<file path="src/rtl/decoder_pkg.sv">
// decoder_pkg: shared direction encoding and one-hot helper for the sequenced decoder
package decoder_pkg;
  typedef enum logic {DIR_UP = 1'b0, DIR_DOWN = 1'b1} dir_e;
  function automatic logic [31:0] onehot(input int unsigned idx);
    return 32'd1 << idx;
  endfunction
endpackage

</file>
<file path="src/rtl/decoder_n.sv">
// decoder_n: combinational W-to-2**W binary-to-one-hot decoder
module decoder_n
  import decoder_pkg::*;
#(
  parameter int W = 2
) (
  input  logic [W-1:0]      i_idx,
  output logic [(2**W)-1:0] o_one_hot
);
  always_comb begin
    o_one_hot = '0;
    o_one_hot[i_idx] = 1'b1;
  end
endmodule

</file>
<file path="src/rtl/decoder_seq_n.sv">
// decoder_seq_n: registered one-hot decoder over an index that can be loaded or stepped with wrap
module decoder_seq_n
  import decoder_pkg::*;
#(
  parameter int W = 2,
  parameter int RESET_INDEX = 0
) (
  input  logic              i_clk,
  input  logic              i_reset,
  input  logic              i_load,
  input  logic [W-1:0]      i_binary,
  input  logic              i_step,
  input  logic              i_dir,
  input  logic              i_enable,
  output logic [(2**W)-1:0] o_one_hot,
  output logic [W-1:0]      o_binary,
  output logic              o_wrap
);
  localparam int N = 2**W;
  localparam logic [W-1:0] RST_IDX = W'(RESET_INDEX);
  localparam logic [N-1:0] RST_OH = N'(1) << RESET_INDEX;
  if (RESET_INDEX < 0 || RESET_INDEX >= N) begin : g_bad_reset_index
    $fatal(1, "decoder_seq_n: RESET_INDEX %0d out of range for W=%0d", RESET_INDEX, W);
  end
  logic [W-1:0] r_index, w_next, w_stepped;
  logic [N-1:0] r_one_hot, w_dec;
  logic         r_wrap, w_wrap, w_down;
  assign w_down = dir_e'(i_dir) == DIR_DOWN;
  assign w_stepped = w_down ? r_index - 1'b1 : r_index + 1'b1;
  always_comb begin
    w_next = i_load ? i_binary : (i_step ? w_stepped : r_index);
    w_wrap = !i_load && i_step && (w_down ? (r_index == '0) : (r_index == '1));
  end
  decoder_n #(.W(W)) m_decoder (.i_idx(w_next), .o_one_hot(w_dec));
  always_ff @(posedge i_clk or posedge i_reset) begin
    if (i_reset) begin
      r_index   <= RST_IDX;
      r_one_hot <= RST_OH;
      r_wrap    <= 1'b0;
    end else begin
      r_index   <= w_next;
      r_one_hot <= i_enable ? w_dec : '0;
      r_wrap    <= w_wrap;
    end
  end
  assign o_binary  = r_index;
  assign o_one_hot = r_one_hot;
  assign o_wrap    = r_wrap;
endmodule

</file>
<file path="config.mk">
export PLATFORM = sky130hd
export DESIGN_NAME = decoder_seq_n
export DESIGN_NICKNAME = d
export VERILOG_FILES = /design/src/rtl/decoder_pkg.sv /design/src/rtl/decoder_n.sv /design/src/rtl/decoder_seq_n.sv
export SDC_FILE = /design/constraint.sdc
export NUM_CORES = 1
export LEC_CHECK = 0
export ABC_CLOCK_PERIOD_IN_PS = 1330
export CAP_MARGIN = 20
export CELL_PAD_IN_SITES_DETAIL_PLACEMENT = 0
export CELL_PAD_IN_SITES_GLOBAL_PLACEMENT = 1
export CORE_MARGIN = 1
export CORE_UTILIZATION = 27
export CTS_BUF_LIST = sky130_fd_sc_hd__clkbuf_8
export DETAILED_ROUTE_END_ITERATION = 6
export PLACE_DENSITY_LB_ADDON = 0.1
export SETUP_SLACK_MARGIN = 0.1
export SYNTH_ARGS = -nofsm -noshare
export SYNTH_HDL_FRONTEND = slang
export SYNTH_SLANG_ARGS = --single-unit
</file>
<file path="constraint.sdc">
create_clock -name i_clk -period 1.33 [get_ports i_clk]
set_clock_uncertainty 0.15 [all_clocks]
set_input_delay 0.266 -clock i_clk [delete_from_list [all_inputs] [get_ports i_clk]]
set_output_delay 0.266 -clock i_clk [all_outputs]
set_load 0.02 [all_outputs]
</file>
==> results of run 1 <==
-- Yosys cell counts, drive strengths merged --
cell	count
a211o	1
a21oi	2
and3	1
buf	1
dfrtp	6
dfstp	1
inv	3
mux2	1
mux2i	1
nand2	4
nand2b	3
nor2b	1
nor3	2
o211ai	1
o21a	1
o21ai	2
o22ai	1
or3b	1
xnor2	2
-- per-stage QoR --
stage	util	total power, mW	cells	setup WS [ns]	TNS, ns
finish	0.557	0.778	74	-0.0998	-0.312
global route	0.557	0.826	74	-0.151	-0.616
CTS	0.547	0.776	74	-0.124	-0.362
detailed placement	0.492	0.478	69	-0.548	-2.99
global placement	0.492	0.473	69	-0.491	-2.80
floorplan	-	0.364	35	-0.107	-0.257
-- routing by layer --
| metal | vias up | GRT usage |
|---|---|---|
| li1 | 170 | - |
| met1 | 142 | 0.140 |
| met2 | 15 | 0.216 |
| met3 | 0 | 0.0349 |
| met4 | 0 | 0.0804 |
| met5 | - | 0 |
-- cell type report --
type / instances / area [sq um] / share of cell area
multi-input combinational: 24 / 199 / 0.309
timing repair buffer: 22 / 193 / 0.299
clock inverter: 1 / 3.75 / 0.00583
tap: 14 / 17.5 / 0.0272
sequential: 7 / 179 / 0.278
inverter: 3 / 11.3 / 0.0175
clock buffer: 3 / 41.3 / 0.0641
-- what timing repair did --
| action | CTS | global route |
|---|---|---|
| pin swaps | 5 | 5 |
| endpoints found under the hold margin | 0 | 0 |
| resized for setup | 40 | 3 |
| buffers inserted | 1 | 0 |
| endpoints found under the setup margin | 14 | 10 |
-- worst max-delay path by stage --
| stage | endpoint | start | slack (ns) |
|---|---|---|---|
| CTS | o_one_hot[2] | o_binary[1] | -0.12 |
| global route | o_one_hot[3] | o_binary[1] | -0.15 |
| global placement | o_one_hot[2] | i_step | -0.49 |
| floorplan | o_one_hot[2] | o_binary[1] | -0.11 |
| detailed placement | o_one_hot[2] | i_step | -0.55 |
| finish | o_one_hot[2] | o_binary[1] | -0.1 |
-- cells by family (layout without fill, tap and decap cells) --
| logic type | Yosys count | count (layout) | synth area share |
|---|---|---|---|
| buf+inv | 4 | 29 | 0.0638 |
| mux | 2 | 2 | 0.0603 |
| flops | 7 | 7 | 0.500 |
| xor+xnor | 2 | 2 | 0.0497 |
| compound gates | 8 | 8 | 0.142 |
| simple gates | 12 | 12 | 0.184 |
-- flip-flops by register name, indices dropped and copies added, names as in the netlist --
name	count
o_one_hot	4
o_binary	2
o_wrap	1
-- worst register-to-register path, stage by stage, from the launching register on --
cell and delay, ns:
dfrtp_2 0.41, or3b_1 0.37, mux2_4 0.31, a21oi_2 0.12
-- cells in the final DEF, fill, tap and decap left out, types with 2 or more instances in the layout --
master           n
dlygate4sd2_1    4
inv_1            4
nand2b_1         3
buf_6            6
dfrtp_2          2
buf_4            4
a21oi_2          2
dfrtp_1          4
nand2_1          3
clkbuf_8         3
buf_2            4
clkdlybuf4s50_1  4
-- report_power, final --
part           internal (mW)  switching (mW)  leakage, nW
Clock                  0.198          0.0789       0.0269
Combinational          0.134           0.114        0.208
Sequential             0.239          0.0142       0.0860
Total                  0.572           0.207        0.321
==> results by group, run 1 <==
Status
  • Run status: finished, violations left
  • Failing checks: setup timing

GRT
  • Initial antenna violation count: 0
  • Largest net degree at the start of global routing: 10
  • GR Overflow Total: 0
  • Number of global-route vias before repair: 317
  • Total GRT Usage: 0.128
  • First-pass GRT wire length: 1230 microns

Cells and area
  • Post-route cell area: 644 sq um
  • ANT cells: 0
  • Nets: 69
  • Share of layout cells above drive strength 1: 0.450
  • Fillers: 111
  • Area growth syn-to-layout: 82.6%

Setup path
  • Critical Path AT: 1.42 ns
  • Worst r2r dst: o_one_hot[2]
  • Worst path slowest cell: dfrtp_2
  • Ordered cell list for the critical path: or3b_1 -> mux2_4 -> a21oi_2
  • Critical path depth: 3
  • Reg-to-reg critical path startpoint: o_binary[1]
  • CP bufs+invs: 0
  • CP startpoint kind: flop
  • Max incr delay on CP: 0.41 ns
  • Critical path type: flop to flop
  • Reg-to-reg slack, setup: -0.1 ns
  • Worst Setup End Kind: flop
  • Critical Path RT: 1.32 ns
  • Critical Path Fanout Max: 3
  • Reg2Reg Depth: 3
  • Crit path max-delay family: flip-flops

Routing
  • Vias: 327
  • DRC: 0
  • Final ANT Viol Nets: 0
  • DR pass1 iterations: 2
  • Met3 routed WL: 65 microns
  • DR WL/cell: 10.4 microns
  • WL met1: 285 microns
  • Top sig layer: met3
  • Vias per std cell: 4.42
  • Wire length on met2: 417 microns
  • Iteration-0 DRC Markers: 2
  • WL final: 768 microns

Clock tree
  • Num Clock Sinks: 7
  • H-tree levels: 1
  • CTS Root Cell: clkbuf_8
  • TritonCTS Buffers: 3
  • Clock Tree Buf Depth: 2
  • Clk_lat worst skew: 0.22 ns
  • CTS tree: yes
  • Clk pin slew, worst setup/hold paths: 0.04 ns
  • Cts hold-fix bufs: 0

STA
  • Rel. slew slack: 0.815
  • Minimum clock period: 1.43 ns
  • Setup violators final: 6
  • Actual slew at the worst max-slew pin: 0.274 ns
  • Slew Viols, Final: 0
  • Tcrit/Tclk final: 1.08
  • Hold_ws: 0.117 ns
  • Achievable Freq: 0.699 GHz
  • Unrepaired setup endpoints after global routing: yes
  • Final Hold Fails: 0
  • Final worst setup slack: -0.0998 ns

Synthesis
  • Synth Area per Inst: 10.1 sq um
  • Register area share after synthesis: 0.500
  • Syn Std Cell Area: 353 sq um
  • Distinct cells, synth: 19
  • Share of the synthesized area in the top cell type: 0.426
  • Synth warn: 0
  • Post-Syn Instances: 35
  • Syn nets: 43
  • Flops & latches, synth: 7
  • Synth area leader: dfrtp_1
  • Ranking of synthesized cells by area: dfrtp_1 43%, dfstp_2 7.4%, nand2b_1 5.3%

Place
  • Area after DPL: 569 sq um
  • I/O Buffers: 14
  • Post-DP HPWL: 630 microns
  • Gpl congestion: 0.733

Power
  • Maximum vdd drop: 0.468 mV
  • Pwr dens: 1210 nW/um^2
  • Leak: 0.321 nW

Floorplanning
  • Die width: 38.2 microns
  • I/O Pins: 15
  • Die area: 1460 sq um
  • Starting density of the core: 0.305
  • Cell row count: 12
  • Die Ht: 38.2 microns
  • Core area: 1160 sq um

Worst hold path
  • HP Class: input port to async pin

Flow run
  • Max Cap Violations: 0
(Power assumes the default switching activity.)
==> inputs of run 2 (changes only) <==
--- a/config.mk
+++ b/config.mk
@@ -9,10 +9,10 @@
 export CAP_MARGIN = 20
 export CELL_PAD_IN_SITES_DETAIL_PLACEMENT = 0
 export CELL_PAD_IN_SITES_GLOBAL_PLACEMENT = 1
-export CORE_MARGIN = 1
-export CORE_UTILIZATION = 27
-export CTS_BUF_LIST = sky130_fd_sc_hd__clkbuf_8
+export CORE_AREA = 2 2 39 41
 export DETAILED_ROUTE_END_ITERATION = 6
+export DIE_AREA = 0 0 41 43
+export DONT_BUFFER_PORTS = 1
 export PLACE_DENSITY_LB_ADDON = 0.1
 export SETUP_SLACK_MARGIN = 0.1
 export SYNTH_ARGS = -nofsm -noshare
==> run 2 against run 1 <==
The flow still finishes with violations (setup timing). Die area increased by 21%. Final area decreased by 22%. Worst setup slack improved by 0.011 ns. Largest cell class unchanged.
==> results by group, run 2 (synthesis gave the netlist of run 1 again) <==
Routing
  • DR pass1 iterations: 1 (-1)
  • WL final: 853 microns (+11%)
  • Vias: 295 (-9.8%)
  • DR WL/cell: 14.0 microns (+35%)
  • Vias per std cell: 4.84 (+9.4%)
  • Final ANT Viol Nets: 0 (unchanged)
  • Iteration-0 DRC Markers: 0 (-2)
  • DRC: 0 (unchanged)

Clock tree
  • H-tree levels: 1 (unchanged)
  • Clk_lat worst skew: 0.25 ns (+0.03 ns)
  • CTS Root Cell: clkbuf_4
  • CTS tree: yes
  • Clock Tree Buf Depth: 2 (unchanged)
  • Clk pin slew, worst setup/hold paths: 0.05 ns (about the same)
  • TritonCTS Buffers: 3 (unchanged)
  • Num Clock Sinks: 7 (unchanged)

STA
  • Rel. slew slack: 0.804 (-0.0116)
  • Minimum clock period: 1.42 ns (-0.0114 ns)
  • Hold_ws: 0.0177 ns (-0.0995 ns)
  • Tcrit/Tclk final: 1.07 (-0.00854)
  • Unrepaired setup endpoints after global routing: yes
  • Final worst setup slack: -0.0884 ns (+0.0114 ns)
  • Slew Viols, Final: 0 (unchanged)
  • Setup violators final: 5 (-1)
  • Actual slew at the worst max-slew pin: 0.293 ns (+0.0191 ns)
  • Achievable Freq: 0.705 GHz (+0.80%)
  • Final Hold Fails: 0 (unchanged)

Power
  • Comb pwr share: 0.277 (-0.041)
  • Clk pwr share: 0.299 (-0.057)
  • Psw: 186 uW (-10%)
  • Sw frac: 0.292 (+0.0264)
  • Pwr dens: 1270 nW/um^2 (+5.1%)
  • Leak: 0.232 nW (-28%)
  • Cell internal pwr: 451 uW (-21%)
  • Sequential Power Share: 0.424 (+0.098)
  • Maximum vdd drop: 0.371 mV (-21%)

GRT
  • First-pass GRT wire length: 1420 microns (+16%)
  • Largest net degree at the start of global routing: 11 (+1)
  • GR Overflow Total: 0 (unchanged)
  • Initial antenna violation count: 0 (unchanged)
  • Number of global-route vias before repair: 315 (-0.63%)
  • Total GRT Usage: 0.126 (-0.00232)

Worst hold path
  • HP Class: input port to flop

Floorplanning
  • Core area: 1380 sq um (+20%)
  • Cell row count: 14 (+2)
  • Die width: 41 microns (+7.5%)
  • Starting density of the core: 0.255 (-0.0502)
  • I/O Pins: 15 (unchanged)
  • Die Ht: 43 microns (+13%)
  • Die area: 1760 sq um (+21%)

Cells and area
  • Final std cells w/o fill: 61 (-18%)
  • Nets: 54 (-22%)
  • Share of layout cells above drive strength 1: 0.444 (-0.00556)
  • ANT cells: 0 (unchanged)
  • Area growth syn-to-layout: 42.2%
  • Max FFs per register: 4 (unchanged)
  • Commonest cells after routing, fill and taps aside: 4 x nand2_1, 4 x dfrtp_1, 3 x inv_1, 3 x clkbuf_4, 3 x buf_4

Setup path
  • Critical Path RT: 1.36 ns (+0.04 ns)
  • Worst Setup End Kind: flop
  • CP startpoint kind: flop
  • Critical Path Fanout Max: 3 (unchanged)
  • Critical Path AT: 1.44 ns (+0.02 ns)
  • Critical path type: flop to flop

Place
  • I/O Buffers: 0 (-14)
  • Placed insts: 54 (-22%)
  • Post-DP HPWL: 629 microns (-0.11%)
  • Gpl congestion: 0.655 (-11%)

Status
  • Failing checks: setup timing
  • Run status: finished, violations left

Flow run
  • Max Cap Violations: 0 (unchanged)
run 2: path summary, 6_finish.rpt:
| check | startpoint | endpoint | slack, ns | depth (start not counted) |
|---|---|---|---|---|
| max in group asynchronous | i_reset | o_one_hot[0] | 0.52 | 2 |
| worst max register to register | o_binary[1] | o_one_hot[2] | -0.09 | 3 |
| worst min register to register | o_binary[1] | o_one_hot[3] | 0.58 | 3 |
| min in group asynchronous | i_reset | o_wrap | 0.23 | 2 |
| worst min-delay path | i_binary[0] | o_binary[0] | 0.02 | 2 |
| worst max-delay path | o_binary[1] | o_one_hot[2] | -0.09 | 3 |
run 2: final cells by class:
class / count / area, sq um
fill: 154 / 882
sequential: 7 / 179
clock buffer: 4 / 26.3
tap: 16 / 20.0
multi-input combinational: 24 / 200
inverter: 3 / 11.3
timing repair buffer: 7 / 65.1
run 2: power groups by stage:
stage          clock (mW)  combinational, mW  sequential [mW]
6_report            0.191              0.177            0.270
5_1_grt             0.219              0.193            0.274
4_1_cts             0.199              0.168            0.271
3_5_place_dp            0              0.132            0.274
3_3_place_gp            0              0.131            0.272
2_1_floorplan           0             0.0773            0.287
run 2: stage by stage:
stage / cell area, sq um / util / setup slack (ns) / power, mW / TNS (ns)
global route: 502 / 0.363 / -0.133 / 0.686 / -0.542
finish: 502 / 0.363 / -0.0884 / 0.637 / -0.229
detailed placement: 409 / 0.296 / -0.0814 / 0.406 / -0.147
CTS: 492 / 0.355 / -0.0723 / 0.638 / -0.269
global placement: 409 / 0.296 / -0.0587 / 0.403 / -0.101
floorplan: 370 / - / -0.107 / 0.364 / -0.257
run 2: worst max-delay path, cell delays in order, from the launching register on:
cell,delay [ns]
dfrtp_2,0.39
or3b_4,0.38
mux2_4,0.31
a21oi_2,0.12
run 2: timing repair:
item	4_1_cts	5_1_grt
setup endpoints to repair	8	9
pin swaps	3	3
gates resized for setup	7	2
hold buffers	2	0
endpoints found under the hold margin	8	0
setup buffers	1	0
run 2: layer usage:
metal,part of all wire,global-route usage
met5,0,0
met4,0.012,0.0800
met3,0.083,0.0628
met2,0.48,0.172
met1,0.42,0.149
